### config.mk
export PLATFORM = sky130hd
export DESIGN_NAME = ballot_collector
export DESIGN_NICKNAME = d
export VERILOG_FILES = /design/src/rtl/ballot_collector.sv
export SDC_FILE = /design/constraint.sdc
export NUM_CORES = 1
export LEC_CHECK = 0
export BUFFER_PORTS_ARGS = -buffer_cell sky130_fd_sc_hd__buf_2
export CAP_MARGIN = 25
export CORE_ASPECT_RATIO = 1.1
export CORE_MARGIN = 3
export CORE_UTILIZATION = 58
export CTS_CLUSTER_SIZE = 25
export DETAILED_ROUTE_END_ITERATION = 10
export PLACE_DENSITY = 0.84
export SYNTH_ARGS = -nofsm -noshare
export SYNTH_HDL_FRONTEND = slang
export SYNTH_SLANG_ARGS = --single-unit
export TNS_END_PERCENT = 100
### constraint.sdc
create_clock -name clk -period 3.4 [get_ports clk]
set_input_delay 0.51 -clock clk [delete_from_list [all_inputs] [get_ports clk]]
set_output_delay 0.51 -clock clk [all_outputs]
set_load 0.1 [all_outputs]
### src/rtl/ballot_collector.sv
// rtl/ballot_collector.sv - ballot front-end for voting_rule: collect, evaluate, hold, tally
module ballot_collector #(
  parameter int TIMEOUT_CYCLES = 1000,
  parameter int CNT_W          = 8
) (
  input  logic             clk,
  input  logic             rst_n,
  input  logic             start,
  input  logic             vote_w,
  input  logic             vote_n,
  input  logic             vote_o,
  input  logic             cast_w,
  input  logic             cast_n,
  input  logic             cast_o,
  output logic             rule_w,
  output logic             rule_n,
  output logic             rule_o,
  input  logic             rule_a,
  input  logic             rule_b,
  input  logic             rule_c,
  input  logic             rule_d,
  output logic [3:0]       result,
  output logic             result_valid,
  input  logic             result_ack,
  output logic             timed_out,
  output logic             busy,
  output logic [CNT_W-1:0] tally_a,
  output logic [CNT_W-1:0] tally_b,
  output logic [CNT_W-1:0] tally_c,
  output logic [CNT_W-1:0] tally_d
);

  localparam int TW = $clog2(TIMEOUT_CYCLES);
  localparam logic [TW-1:0] T_LAST = TW'(TIMEOUT_CYCLES - 1);

  localparam logic [1:0] S_IDLE    = 2'd0;
  localparam logic [1:0] S_COLLECT = 2'd1;
  localparam logic [1:0] S_EVAL    = 2'd2;
  localparam logic [1:0] S_HOLD    = 2'd3;

  logic [1:0]    state;
  logic [2:0]    flag;        // {w, n, o}: voter has cast in this ballot
  logic [2:0]    flag_next;
  logic [TW-1:0] timer;
  logic          complete;
  logic          last_cycle;

  // Casts accepted on this edge count toward completion, so a last-cycle cast beats the timeout.
  assign flag_next  = flag | {cast_w, cast_n, cast_o};
  assign complete   = &flag_next;
  assign last_cycle = (timer == T_LAST);
  assign busy       = (state != S_IDLE);

  function automatic logic [CNT_W-1:0] sat_inc(input logic [CNT_W-1:0] v, input logic en);
    return (en && (v != '1)) ? v + CNT_W'(1) : v;
  endfunction

  always_ff @(posedge clk or negedge rst_n) begin
    if (!rst_n) begin
      state        <= S_IDLE;
      flag         <= '0;
      timer        <= '0;
      rule_w       <= 1'b0;
      rule_n       <= 1'b0;
      rule_o       <= 1'b0;
      result       <= '0;
      result_valid <= 1'b0;
      timed_out    <= 1'b0;
      tally_a      <= '0;
      tally_b      <= '0;
      tally_c      <= '0;
      tally_d      <= '0;
    end else begin
      case (state)
        S_IDLE: begin
          if (start) begin
            state     <= S_COLLECT;
            flag      <= '0;
            timer     <= '0;
            rule_w    <= 1'b0;
            rule_n    <= 1'b0;
            rule_o    <= 1'b0;
            timed_out <= 1'b0;
          end
        end
        S_COLLECT: begin
          timer <= timer + TW'(1);
          if (cast_w && !flag[2]) rule_w <= vote_w;
          if (cast_n && !flag[1]) rule_n <= vote_n;
          if (cast_o && !flag[0]) rule_o <= vote_o;
          flag <= flag_next;
          if (complete) begin
            state <= S_EVAL;
          end else if (last_cycle) begin
            timed_out <= 1'b1;
            state     <= S_EVAL;
          end
        end
        S_EVAL: begin
          result       <= {rule_a, rule_b, rule_c, rule_d};
          result_valid <= 1'b1;
          tally_a      <= sat_inc(tally_a, rule_a);
          tally_b      <= sat_inc(tally_b, rule_b);
          tally_c      <= sat_inc(tally_c, rule_c);
          tally_d      <= sat_inc(tally_d, rule_d);
          state        <= S_HOLD;
        end
        S_HOLD: begin
          if (result_ack) begin
            result_valid <= 1'b0;
            state        <= S_IDLE;
          end
        end
        default: state <= S_IDLE;
      endcase
    end
  end

endmodule
# ---- Yosys cells after proc, flatten, opt, wreduce, memory -nomap -nowiden
# Cells that the tools add are included.
dict set report op_classes {
  add_sub_neg 5
  eq_ne 16
  mux 21
  n_bitwise 1
  n_reduce_logical 26
}
# operator n
set op_table {}
lappend op_table {{$add 8x1->8 const B} 4}
lappend op_table {{$ne 8x8->1 const B} 4}
lappend op_table {{$pmux 10 s2} 1}
lappend op_table {{$reduce_and 3->1} 5}
lappend op_table {{$ne 2x2->1 const B} 7}
lappend op_table {{$reduce_and 2->1} 6}
lappend op_table {{$add 10x1->10 const B} 1}
lappend op_table {{$eq 10x10->1 const B} 1}
lappend op_table {{$mux 10} 1}
lappend op_table {{$pmux 1 s2} 5}
lappend op_table {{$mux 2} 4}
lappend op_table {{$pmux 2 s4} 1}
lappend op_table {{$logic_and 1x1->1} 7}
lappend op_table {{$mux 1} 7}
lappend op_table {{$pmux 3 s2} 1}
lappend op_table {{$reduce_bool 2->1} 3}
lappend op_table {{$eq 2x2->1 const B} 2}
lappend op_table {{$reduce_and 4->1} 1}
lappend op_table {{$logic_not 1->1} 3}
lappend op_table {{$mux 3} 1}
lappend op_table {{$ne 3x3->1 const B} 1}
lappend op_table {{$or 3x3->3} 1}
lappend op_table {{$eq 2x1->1 const B} 1}
lappend op_table {{$logic_not 2->1} 1}
dict set report word_totals {
  regBits 56
  inputBits 14
  out_inout_bits 42
  elab_cells 82
}

# ---- Logic depth before layout (Yosys ltp)
dict set report depth {
  ltp_word 4
  ltp_mapped 7
  ltp_nobuf 6
}

# ---- Worst setup path after synthesis
# No wires, ideal clock.
dict set report synth_path {
  kind {register -> register}
  start {register tally_c[0]}
  end {register tally_c[1]}
  setup_time_ps 126
  arrival_ps 2104
  required_time_ps 3274
  path_slack_ps 1170
  stages_incl_launch_ff 5
  path_buffers 0
  period_less_slack_ps 2230
  cell_sequence {dfrtp_1 -> ha_1 -> nand3_1 -> o211ai_2 -> mux2_2}
}
dict set report synth_via {
  elab_chain_cells 3
  elab_cells_between_ends 4
  classes_between {add/sub (1); eq/ne (1); reduce/logical (2)}
}
# element line
set synth_lines {}
lappend synth_lines {{from (decl)} 29} ;# output logic [CNT_W-1:0] tally_c,
lappend synth_lines {{from (signal assigned)} 104} ;# tally_c <= sat_inc(tally_c, rule_c);
lappend synth_lines {{parallel branches: the longest is 3 deep, another holds $add 8x1->8} -}
# Several ways; the timed one is not identified.
# A chain may end at the register's enable or synchronous reset.

# ---- Final worst setup path
dict set report layout_path {
  start {register state[1]}
  end {register timer[8]}
}
dict set report layout_via {
  elab_chain_cells 3
  elab_cells_between_ends 6
  classes_between {eq/ne (2); mux (1); reduce/logical (3)}
}
# element line
set layout_lines {}
lappend layout_lines {{from (decl)} 41} ;# logic [1:0] state;
lappend layout_lines {{from (signal assigned)} 60} ;# state <= S_IDLE;
lappend layout_lines {{from (signal assigned)} 77} ;# state <= S_COLLECT;
lappend layout_lines {{from (signal assigned)} 93} ;# state <= S_EVAL;
lappend layout_lines {{$eq 2x1->1 / $logic_not 2->1 (equally long branches)} 74} ;# case (state)
lappend layout_lines {{$reduce_bool 2->1 (no source line) / $ne 2x2->1 (equally long branches)} -}
lappend layout_lines {{$reduce_and 2->1 (no source line)} -}
lappend layout_lines {{to (signal assigned)} 87} ;# timer <= timer + TW'(1);
lappend layout_lines {{to (decl)} 44} ;# logic [TW-1:0] timer;
# Parallel ways exist; a longest one is shown, timed or not.

==> impl_results.md <==
- Status: completed
- # DRC: 0
- Vias in the first global route: 1960
- Flop-to-flop setup slack: 1.12 ns
- Most common cell after layout, fill and taps aside: dfrtp_1
- Crit Path Class: reg2reg
- Largest buffer count on any clock path: 2
- Post-DRT Antenna Nets: 0
- Detailed Route Iter0 Violations: 122
- Largest net degree at the start of global routing: 31
- Register area share after synthesis: 52.9%
- Ant. Diodes: 0
- Placement Rows: 25
- Core Area: 0.00435 sq mm
- Min cycle time layout: 2.28 ns
- Initial core utilization: 60.9%
- # IOs: 56
- Post-CTS sizing: 0
- Avg Inst Size Synth: 10.9 sq um
- Ratio of cells with drive above 1 in the final layout: 24.7%
- Final Hold Fails: 0
- Slew margin rel.: 60.8%
- GRT overflow: 0
- CTS clk-pin slew, worst paths: 0.09 ns
- Number of fill cells in the layout: 329
- Most frequent cells in the layout: 56 x dfrtp_1, 55 x buf_2, 30 x nand2_1, 21 x xnor2_1, 14 x nor2_1
- Reg2reg start: state[1]$_DFFE_PN0P_
- Placer Congestion: 0.823
- Met2 wire length: 2.50 mm
- Post-Syn Nets: 267
- Post-synthesis register bit count: 56
- Yosys cell types: 34
- Die X: 70.5 microns
- Initial antenna violation count: 0
- Fin crit share: 67.1%
- Num CTS Buffers: 5
- Die area: 0.00542 sq mm
- Max Cap Viol: 0
- Finished Core Util: 70.6%
- Post-synth EDFFs: 0
- CP Launch Type: register
- Yosys Warn Count: 0
- Hold Path Class: in2async
- Critical path capture point type: register
- Worst-Skew Late Latency: 0.31 ns
- Global-route wire length before repair: 9.05 mm
- Htree depth: 2
- IO buf count: 55
- Area growth, synth to finish: 15.9%
- Overall routing resource usage: 20.9%
- RR Endpoint: timer[8]$_DFFE_PN0P_
- Synth Flop Type: dfrtp_1
- Post-detail-place hpwl: 3.83 mm
- Reg2Reg Depth: 7
- CTS tree: built
- Crit path max fanout: 14
- Cell Area, Synth: 0.00265 sq mm
- Metal-1 WL: 2.34 mm
- Crit path arrival time: 2.53 ns
- Nets@finish: 328
- Register Area: 0.00140 sq mm
- Final setup violation count: 0
- DR vias: 2039
- Worst Path Required: 3.65 ns
- First-pass iteration count of the detailed router: 4
- Setup bufs post-CTS: 0
- Achievable clock frequency: 0.438 GHz
- Worst Skew: 0.00853 ns
- Final WL: 5.17 mm
- RSZ-0062 raised after global routing: false
- Top Layer Used: met4
- Die H: 76.9 microns
- Asr flop ratio synth: 100%
- Hold buffers post-CTS: 0
- Clk root buf: clkbuf_8
- Fin. max-slew vios: 0
- Gate Count Post-Synth: 243
- Slew @ Worst Pin: 0.588 ns
- Area of the multi-input gates: 0.00119 sq mm
- Vias per cell: 5.70
- Sink Count: 56
- Routed met3 length: 275 microns
- Setup TNS Final: 0 ns
- Wire per inst: 14.4 microns
sequential cells by signal (all words and copies together) (netlist names), 2 cells and up:
signal   count
tally_b      8
tally_d      8
result       4
state        2
tally_a      8
timer       10
flag         3
tally_c      8
area by class of cell:
type | count | share of cell area (%)
Sequential cell | 56 | 45.6
Tap cell | 54 | 2.20
Multi-Input combinational cell | 173 | 38.9
Clock inverter | 1 | 0.163
Timing Repair Buffer | 57 | 9.45
Clock buffer | 6 | 2.36
Inverter | 11 | 1.34
cells by family (layout without fill, tap and decap cells):
kind of cell,count (synthesis),after routing,synth area share [%]
flops,56,56,52.9
fa+ha+maj,10,10,4.72
compound gates,34,34,9.54
mux,10,10,4.11
buf+inv,14,75,2.08
xor+xnor,31,31,10.2
simple gates,88,88,16.4
worst max-delay path, stage by stage (launching register included):
cell and delay (ns):
dfrtp_1 0.42, inv_1 0.12, ha_1 0.46, mux2i_1 0.29, buf_4 0.25, or4_1 0.50, nand2_1 0.07, a22o_1 0.11
worst max-delay path by stage:
stage                           start                endpoint
6_report         state[1]$_DFFE_PN0P_    timer[8]$_DFFE_PN0P_
3_3_place_gp     state[1]$_DFFE_PN0P_    timer[8]$_DFFE_PN0P_
5_1_grt          state[1]$_DFFE_PN0P_    timer[8]$_DFFE_PN0P_
3_5_place_dp     state[1]$_DFFE_PN0P_    timer[8]$_DFFE_PN0P_
2_1_floorplan  tally_c[0]$_DFFE_PN0P_  tally_c[1]$_DFFE_PN0P_
4_1_cts          state[1]$_DFFE_PN0P_    timer[8]$_DFFE_PN0P_
per-stage QoR:
step                      cells  area (sq um)  setup slack (ns)  hold WS (ns)
after detailed placement    351          2990              1.15         0.473
final                       358          3070              1.12         0.193
after CTS                   358          3070              1.11         0.210
after floorplan             243          2650              1.17         0.214
after global routing        358          3070             0.864         0.231
after global placement      351          2990              1.24         0.472
per-layer routing:
layer,vias up,track usage [%]
met5,-,0
met2,67,33.9
met3,6,4.59
met1,992,28.0
li1,974,-
met4,0,6.32
Yosys cell counts (2+ instances only):
| cell type | n | area, sq um |
|---|---|---|
| and4_1 | 2 | 17.5 |
| dfrtp_1 | 56 | 1400 |
| mux2_2 | 7 | 78.8 |
| nor2_1 | 14 | 52.6 |
| nand3_1 | 9 | 45.0 |
| nand2_1 | 30 | 113 |
| a22o_1 | 8 | 70.1 |
| nor3_1 | 5 | 25.0 |
| ha_1 | 10 | 125 |
| xor2_1 | 10 | 87.6 |
| nand4_1 | 11 | 68.8 |
| buf_2 | 2 | 10.0 |
| a31oi_2 | 2 | 25.0 |
| mux2i_1 | 3 | 30.0 |
| xnor2_1 | 21 | 184 |
| inv_1 | 11 | 41.3 |
| and3_1 | 8 | 50.1 |
| o21ai_0 | 11 | 55.1 |
| a21oi_1 | 3 | 15.0 |
| nand2b_1 | 4 | 25.0 |
| nor4_1 | 3 | 18.8 |
Power is not shown: default switching activity piles up to over one toggle a cycle in this logic, so the estimate is an artifact.
